## src/rtl/mat_pkg.sv

```systemverilog
// Shared types and constants for the matrix tile scheduler: sizes, one-hot
// FSM encoding, the per-tile command bundle and the edge-tile size helper.
package mat_pkg;
    localparam int TILE  = 8;
    localparam int DIM_W = 8;
    localparam int CNT_W = 16;

    localparam logic [DIM_W-1:0] TILE_D = DIM_W'(TILE);
    localparam logic [DIM_W:0]   TILE_X = (DIM_W+1)'(TILE);

    typedef enum logic [5:0] {
        S_IDLE       = 6'b000001,
        S_ISSUE      = 6'b000010,
        S_WAIT_CALC  = 6'b000100,
        S_WAIT_DRAIN = 6'b001000,
        S_NEXT       = 6'b010000,
        S_FINISH     = 6'b100000
    } state_e;

    typedef struct packed {
        logic [DIM_W-1:0] row_base;
        logic [DIM_W-1:0] col_base;
        logic [7:0]       sub_M;
        logic [7:0]       sub_N;
        logic [7:0]       sub_P;
    } tile_cmd_t;

    // Edge tiles are clipped to whatever remains of the matrix dimension.
    function automatic logic [7:0] min_tile(input logic [DIM_W-1:0] dim,
                                            input logic [DIM_W-1:0] base);
        logic [DIM_W-1:0] rem;
        rem = dim - base;
        return (rem >= TILE_D) ? 8'(TILE_D) : 8'(rem);
    endfunction
endpackage

```

## src/rtl/tile_drain_counter.sv

```systemverilog
// Counts results leaving the array for the current tile, flags completion and
// keeps a sticky error for stray or surplus results.
module tile_drain_counter
    import mat_pkg::*;
(
    input  logic             clk,
    input  logic             rst_n,
    input  logic             clr_i,
    input  logic             load_i,
    input  logic [CNT_W-1:0] expected_i,
    input  logic             cnt_en_i,
    input  logic             out_valid_i,
    input  logic             stray_i,
    input  logic             err_clr_i,
    output logic             reached_o,
    output logic             err_o
);
    logic [CNT_W-1:0] cnt_q, cnt_d, exp_q;
    logic             err_q, hit;

    assign hit       = cnt_en_i && out_valid_i;
    assign cnt_d     = cnt_q + CNT_W'(hit);
    // Includes the result arriving this cycle so the FSM can leave without a bubble.
    assign reached_o = (cnt_d == exp_q);
    assign err_o     = err_q;

    always_ff @(posedge clk or negedge rst_n) begin
        if (!rst_n) begin
            cnt_q <= '0;
            exp_q <= '0;
            err_q <= 1'b0;
        end else begin
            if (clr_i)       cnt_q <= '0;
            else if (hit)    cnt_q <= cnt_d;
            if (load_i)      exp_q <= expected_i;
            if (err_clr_i)   err_q <= 1'b0;
            else if (stray_i || (hit && cnt_q >= exp_q)) err_q <= 1'b1;
        end
    end
endmodule

```

## src/rtl/mat_tile_scheduler.sv

```systemverilog
// Walks C = A*B in raster order of TILE x TILE output tiles, handing each tile
// to the multiply controller and waiting for its results to drain.
module mat_tile_scheduler
    import mat_pkg::*;
(
    input  logic             clk,
    input  logic             rst_n,
    input  logic             start,
    input  logic [DIM_W-1:0] cfg_M,
    input  logic [DIM_W-1:0] cfg_N,
    input  logic [DIM_W-1:0] cfg_P,
    output logic             busy,
    output logic             done,
    output logic             tile_valid,
    input  logic             tile_ready,
    output logic [DIM_W-1:0] tile_row_base,
    output logic [DIM_W-1:0] tile_col_base,
    output logic [7:0]       sub_scale_M,
    output logic [7:0]       sub_scale_N,
    output logic [7:0]       sub_scale_P,
    input  logic             align_get_all,
    input  logic             out_valid,
    output logic             drain_err
);
    state_e           state_q;
    tile_cmd_t        cmd_q;
    logic [DIM_W-1:0] m_q, p_q, row_d, col_d;
    logic [DIM_W:0]   csum, rsum;
    logic             busy_q, done_q, tile_valid_q, ga_prev_q;
    logic             col_wrap, last_tile, start_acc, accept, reached;

    assign busy          = busy_q;
    assign done          = done_q;
    assign tile_valid    = tile_valid_q;
    assign tile_row_base = cmd_q.row_base;
    assign tile_col_base = cmd_q.col_base;
    assign sub_scale_M   = cmd_q.sub_M;
    assign sub_scale_N   = cmd_q.sub_N;
    assign sub_scale_P   = cmd_q.sub_P;

    assign start_acc = (state_q == S_IDLE) && start;
    assign accept    = (state_q == S_ISSUE) && tile_valid_q && tile_ready;

    // One extra bit on the sums keeps dimensions near 255 from wrapping.
    always_comb begin
        csum      = {1'b0, cmd_q.col_base} + TILE_X;
        rsum      = {1'b0, cmd_q.row_base} + TILE_X;
        col_wrap  = (csum >= {1'b0, p_q});
        last_tile = col_wrap && (rsum >= {1'b0, m_q});
        col_d     = col_wrap ? '0 : csum[DIM_W-1:0];
        row_d     = col_wrap ? rsum[DIM_W-1:0] : cmd_q.row_base;
    end

    tile_drain_counter u_drain (
        .clk         (clk),
        .rst_n       (rst_n),
        .clr_i       (start_acc || (state_q == S_NEXT)),
        .load_i      (accept),
        .expected_i  (CNT_W'(cmd_q.sub_M) * CNT_W'(cmd_q.sub_P)),
        .cnt_en_i    ((state_q == S_WAIT_CALC) || (state_q == S_WAIT_DRAIN)),
        .out_valid_i (out_valid),
        .stray_i     (out_valid && ((state_q == S_IDLE) || (state_q == S_ISSUE) ||
                                    (state_q == S_NEXT))),
        .err_clr_i   (start_acc),
        .reached_o   (reached),
        .err_o       (drain_err)
    );

    always_ff @(posedge clk or negedge rst_n) begin
        if (!rst_n) begin
            state_q      <= S_IDLE;
            cmd_q        <= '0;
            m_q          <= '0;
            p_q          <= '0;
            busy_q       <= 1'b0;
            done_q       <= 1'b0;
            tile_valid_q <= 1'b0;
            ga_prev_q    <= 1'b0;
        end else begin
            ga_prev_q <= align_get_all;
            done_q    <= 1'b0;
            unique case (state_q)
                S_IDLE: if (start) begin
                    m_q    <= cfg_M;
                    p_q    <= cfg_P;
                    busy_q <= 1'b1;
                    if (cfg_M == '0 || cfg_P == '0) begin
                        state_q <= S_FINISH;
                    end else begin
                        cmd_q        <= '{row_base: '0, col_base: '0,
                                          sub_M: min_tile(cfg_M, '0), sub_N: cfg_N,
                                          sub_P: min_tile(cfg_P, '0)};
                        tile_valid_q <= 1'b1;
                        state_q      <= S_ISSUE;
                    end
                end
                S_ISSUE: if (tile_ready) begin
                    tile_valid_q <= 1'b0;
                    state_q      <= S_WAIT_CALC;
                end
                // Only a fresh rising edge of get-all counts for this tile.
                S_WAIT_CALC: if (align_get_all && !ga_prev_q) state_q <= S_WAIT_DRAIN;
                S_WAIT_DRAIN: if (reached) state_q <= S_NEXT;
                S_NEXT: if (last_tile) begin
                    cmd_q   <= '0;
                    state_q <= S_FINISH;
                end else begin
                    cmd_q.row_base <= row_d;
                    cmd_q.col_base <= col_d;
                    cmd_q.sub_M    <= min_tile(m_q, row_d);
                    cmd_q.sub_P    <= min_tile(p_q, col_d);
                    tile_valid_q   <= 1'b1;
                    state_q        <= S_ISSUE;
                end
                S_FINISH: begin
                    done_q  <= 1'b1;
                    busy_q  <= 1'b0;
                    cmd_q   <= '0;
                    state_q <= S_IDLE;
                end
                default: state_q <= S_IDLE;
            endcase
        end
    end
endmodule
```

## config.mk

```make
export PLATFORM = sky130hd
export DESIGN_NAME = mat_tile_scheduler
export DESIGN_NICKNAME = d
export VERILOG_FILES = /design/src/rtl/mat_pkg.sv /design/src/rtl/tile_drain_counter.sv /design/src/rtl/mat_tile_scheduler.sv
export SDC_FILE = /design/constraint.sdc
export NUM_CORES = 1
export LEC_CHECK = 0
export ABC_CLOCK_PERIOD_IN_PS = 4830
export CAP_MARGIN = 20
export CORE_ASPECT_RATIO = 0.6
export CORE_UTILIZATION = 40
export CTS_CLUSTER_DIAMETER = 150
export DETAILED_ROUTE_END_ITERATION = 8
export PLACE_DENSITY = 0.58
export SKIP_CTS_REPAIR_TIMING = 1
export SYNTH_ARGS = -nofsm -noshare
export SYNTH_HDL_FRONTEND = slang
export SYNTH_HIERARCHICAL = 1
export SYNTH_SLANG_ARGS = --single-unit
```

## constraint.sdc

```tcl
create_clock -name clk -period 4.83 [get_ports clk]
set_clock_uncertainty 0.05 [all_clocks]
set_input_delay 0.966 -clock clk [delete_from_list [all_inputs] [get_ports clk]]
set_output_delay 0.966 -clock clk [all_outputs]
set_load 0.1 [all_outputs]
```

==> metrics.md <==
| Metric | Value |
|---|---|
| Comb power frac | 0.538 |
| Net Sw Frac | 0.465 |
| Final wirelength | 19,800 microns |
| Starting Density | 0.408 |
| Part of the power in registers | 0.284 |
| Initial DRC count | about 400 |
| Routed len/inst | 15.8 microns |
| Worst skew pair latency | roughly 0.35 ns |
| Crit path max-delay family | adder cells |
| Ys Warns | 6 |
| Worst slew pin tran | ~1.1 ns |
| N_diodes | 0 |
| Core area | between 15,000 and 20,000 sq um |
| Sum of negative setup slack | 0 ns |
| CTS tree | done |
| Worst Hold Class | reg -> reg |
| Largest net degree at the start of global routing | just under 70 |
| Worst R2R Path Depth | 17 |
| Commonest non-fill, non-tap cell in the layout | nand2_1 |
| Die Footprint | 21,000 sq um |
| Total GRT Usage | 0.200 |
| Setup slack, reg-to-reg | 0.31 ns |
| Mapped Cells | ~910 |
| Post-route core utilization | 0.477 |
| Yosys reg bits | 96 |
| I/O pin count | 74 |
| Slowest cell on crit path | dfrtp_2 |
| HP Start | sub_scale_N[2] |
| Vias | ~6.4k |
| Fill cells | 1,920 |
| DRC viols | 0 |
| Critical path type | reg -> reg |
| CTS HTree Levels | 3 |
| Endpoint of the lowest-slack register-to-register path | u_drain/exp_q[15] |
| GPL Wtd Cong | between 0.8 and 0.9 |
| Synth top area share | 0.292 |
| Vias in the first global route | 5,915 |
| Internal | 2.23 mW |
| Hold-critical path depth | 2 |
| CTS root buf | clkbuf_16 |
| Die height | roughly 110 microns |
| Sw Pwr | slightly below 2 mW |
| Post-synth EDFFs | 0 |
| Clock Power Share | 0.178 |
| VDD IR-drop max | roughly 0.36 mV |
| CTS Buf Count | 9 |
| Share of layout cells above drive strength 1 | 0.0897 |
| Die W | 186 microns |
| Async set-reset flop share out of synthesis | 1.00 |
| CP endpoint kind | flop |
| Pwr dens | 437 nW/um^2 |
| Status | finished clean |
| Area of the multi-input gates | 5240 sq um |
| First-pass GRT wire length | 32,500 microns |
| Rel. slew slack | 0.292 |
| DPL Wire Length | 15,700 microns |
| Leak Pwr | 4.53 nW |
| Ys flop type | dfrtp_1 |
| Top cell type by total area after synthesis | dfrtp_1 |
| CP max FO | 10 |
| Most frequent CP cell | fa_1 |
| Max-slew violations | 0 |
| Post-layout instance count excluding filler cells | ~1.3k |
| Worst path cell trace | and2_1 -> fa_1 -> inv_1 -> fa_1 -> inv_1 -> fa_1 -> fa_1 -> ha_1 -> o21a_1 -> o31a_1 -> o211ai_1 -> a21oi_1 -> a2111oi_2 -> a21oi_1 -> xnor2_1 -> nand2_1 -> o21ai_0 |
| Cell variety after synth | 81 |
| Fmax | between 200 and 250 MHz |
| Row cnt | 40 |
| Mean post-synth cell area | roughly 9.0 sq um |
| Max Cap Viol | 0 |
| Worst Hold Path EP | sub_scale_N[2] |
| CP required | approximately 5 ns |
| Hold Vio Cnt, Final | 0 |
| Num Clock Sinks | 96 |
| Part of the Yosys area used for sequential elements | 0.295 |
| Commonest non-fill, non-tap cells in the layout | nand2_1, inv_1, ha_1, dfrtp_1, clkdlybuf4s50_1 |
| Worst r2r src | sub_scale_P[4] |
| Synth Cell Area | around 8100 sq um |
| DR pass1 iterations | 5 |
| Clock Path Buffers | 2 |
| RSZ-0062 raised after global routing | no |
| I/O Buffers | 70 |
| Crit path launch type | flop |
| Cells after DPL | about 1.2k |
| WP buf/inv | 2 |
| Initial antenna violation count | 0 |
| # nets final | roughly 1.1k |
| Fin crit period | 4.52 ns |
| CTS clock-pin slew for the worst setup and hold paths | approximately 0.070 ns |
| Synthesis-to-layout area growth | 16.9% |
| Tot Pwr | between 4 and 5 mW |
| Period Utilization, post-route | 0.937 |
| Register Area | 2430 sq um |
| Slowest stage delay, CP | approximately 0.49 ns |
| Total gr overflow | 0 |
| Crit path DAT | approximately 4.7 ns |
| Final setup vio count | 0 |
| Top cells by area, synth | dfrtp_1, ha_1, fa_1, nand2_1, inv_1 |
| Vias per cell | between 5 and 6 |
| Post-DRT Antenna Nets | 0 |
Yosys cell counts, types with 4 or more instances:
cell      number
a21o_1        10
o21a_1         8
a21oi_1       36
buf_2          9
nor3b_1        4
xor2_1        23
ha_1          83
xnor2_1       34
nor2_1        38
nand4_1        5
fa_1          37
a22o_1         5
a31oi_1        5
o21ai_0       51
nor4_1         5
nor2b_1        6
inv_1         94
or3_1          6
nor3_1        17
a22oi_1        5
mux2_2         8
clkbuf_1      19
and2_1        46
nand2_1      120
o21ai_1       12
dfrtp_1       95
nand3_1       24
nand2b_1       9
mux2i_1        8
o211ai_1       7
final cells by class:
| type | count | share of cell area |
|---|---|---|
| multi-input cells | 684 | 0.550 |
| flip-flops and latches | 96 | 0.255 |
| repair buffers | 91 | 0.0899 |
| inverters | 94 | 0.0370 |
| well taps | 273 | 0.0359 |
| clock buffers | 12 | 0.0259 |
| clock inverters | 4 | 0.00578 |
power by group through the flow:
| stage | clock network [mW] | registers [mW] | logic, mW |
|---|---|---|---|
| after CTS | 0.769 | 1.18 | 2.23 |
| after detailed placement | 0 | 1.19 | 2.21 |
| after global routing | 0.801 | 1.22 | 2.45 |
| after global placement | 0 | 1.19 | 2.20 |
| final | 0.741 | 1.18 | 2.24 |
| after floorplan | 0 | 1.54 | 1.30 |
per-layer routing:
metal  GRT usage  share of wire
met1       0.343           0.58
met2       0.237           0.35
met3      0.0542          0.059
met4      0.0344         0.0070
met5           0              0
how the worst max path moves through the flow:
stage / start / endpoint / slack (ns) / cells past startpoint
CTS: sub_scale_P[4] / u_drain/exp_q[15] / 0.18 / 17
global route: sub_scale_P[4] / u_drain/exp_q[14] / 0.008 / 17
detailed placement: sub_scale_M[2] / u_drain/exp_q[15] / 0.18 / 16
finish: sub_scale_P[4] / u_drain/exp_q[15] / 0.31 / 17
floorplan: sub_scale_M[5] / u_drain/exp_q[15] / 0.01 / 17
global placement: sub_scale_P[4] / u_drain/exp_q[15] / 0.28 / 17
state kept, by name, indices dropped and copies added, names as in the netlist:
signal and count:
busy 1, done 1, ga_prev_q 1, m_q 8, p_q 8, state_q 6, sub_scale_M 8, sub_scale_N 8
sub_scale_P 8, tile_col_base 8, tile_row_base 5, tile_valid 1, u_drain/cnt_q 16, u_drain/err_o 1, u_drain/exp_q 16
worst min-delay path, delay by kind of cell, from the launching register on:
kind	cells	cell delay, ns
and+or+nand+nor	1	0.05
DFF	1	0.35
AOI/OAI and AO/OA	1	0.06
per-stage QoR:
step / hold slack [ns] / instance area (sq um) / setup WS, ns
finish: 0.439 / 9520 / 0.306
global route: 0.464 / 9520 / 0.00818
CTS: 0.441 / 9520 / 0.177
floorplan: 0.447 / 8190 / 0.0131
detailed placement: 0.425 / 9220 / 0.177
global placement: 0.417 / 9220 / 0.277
kinds of logic (layout without fill, tap and decap cells):
group | after synthesis | after routing | share of synthesized area
compound gates | 175 | 175 | 0.141
xor+xnor | 58 | 58 | 0.0640
fa+ha+maj | 120 | 120 | 0.218
buf+inv | 128 | 201 | 0.0637
flops | 96 | 96 | 0.295
mux | 18 | 18 | 0.0241
other cells | 2 | 5 | 0.000922
simple gates | 308 | 308 | 0.192
No activity file was read; power rests on OpenSTA's default activity.
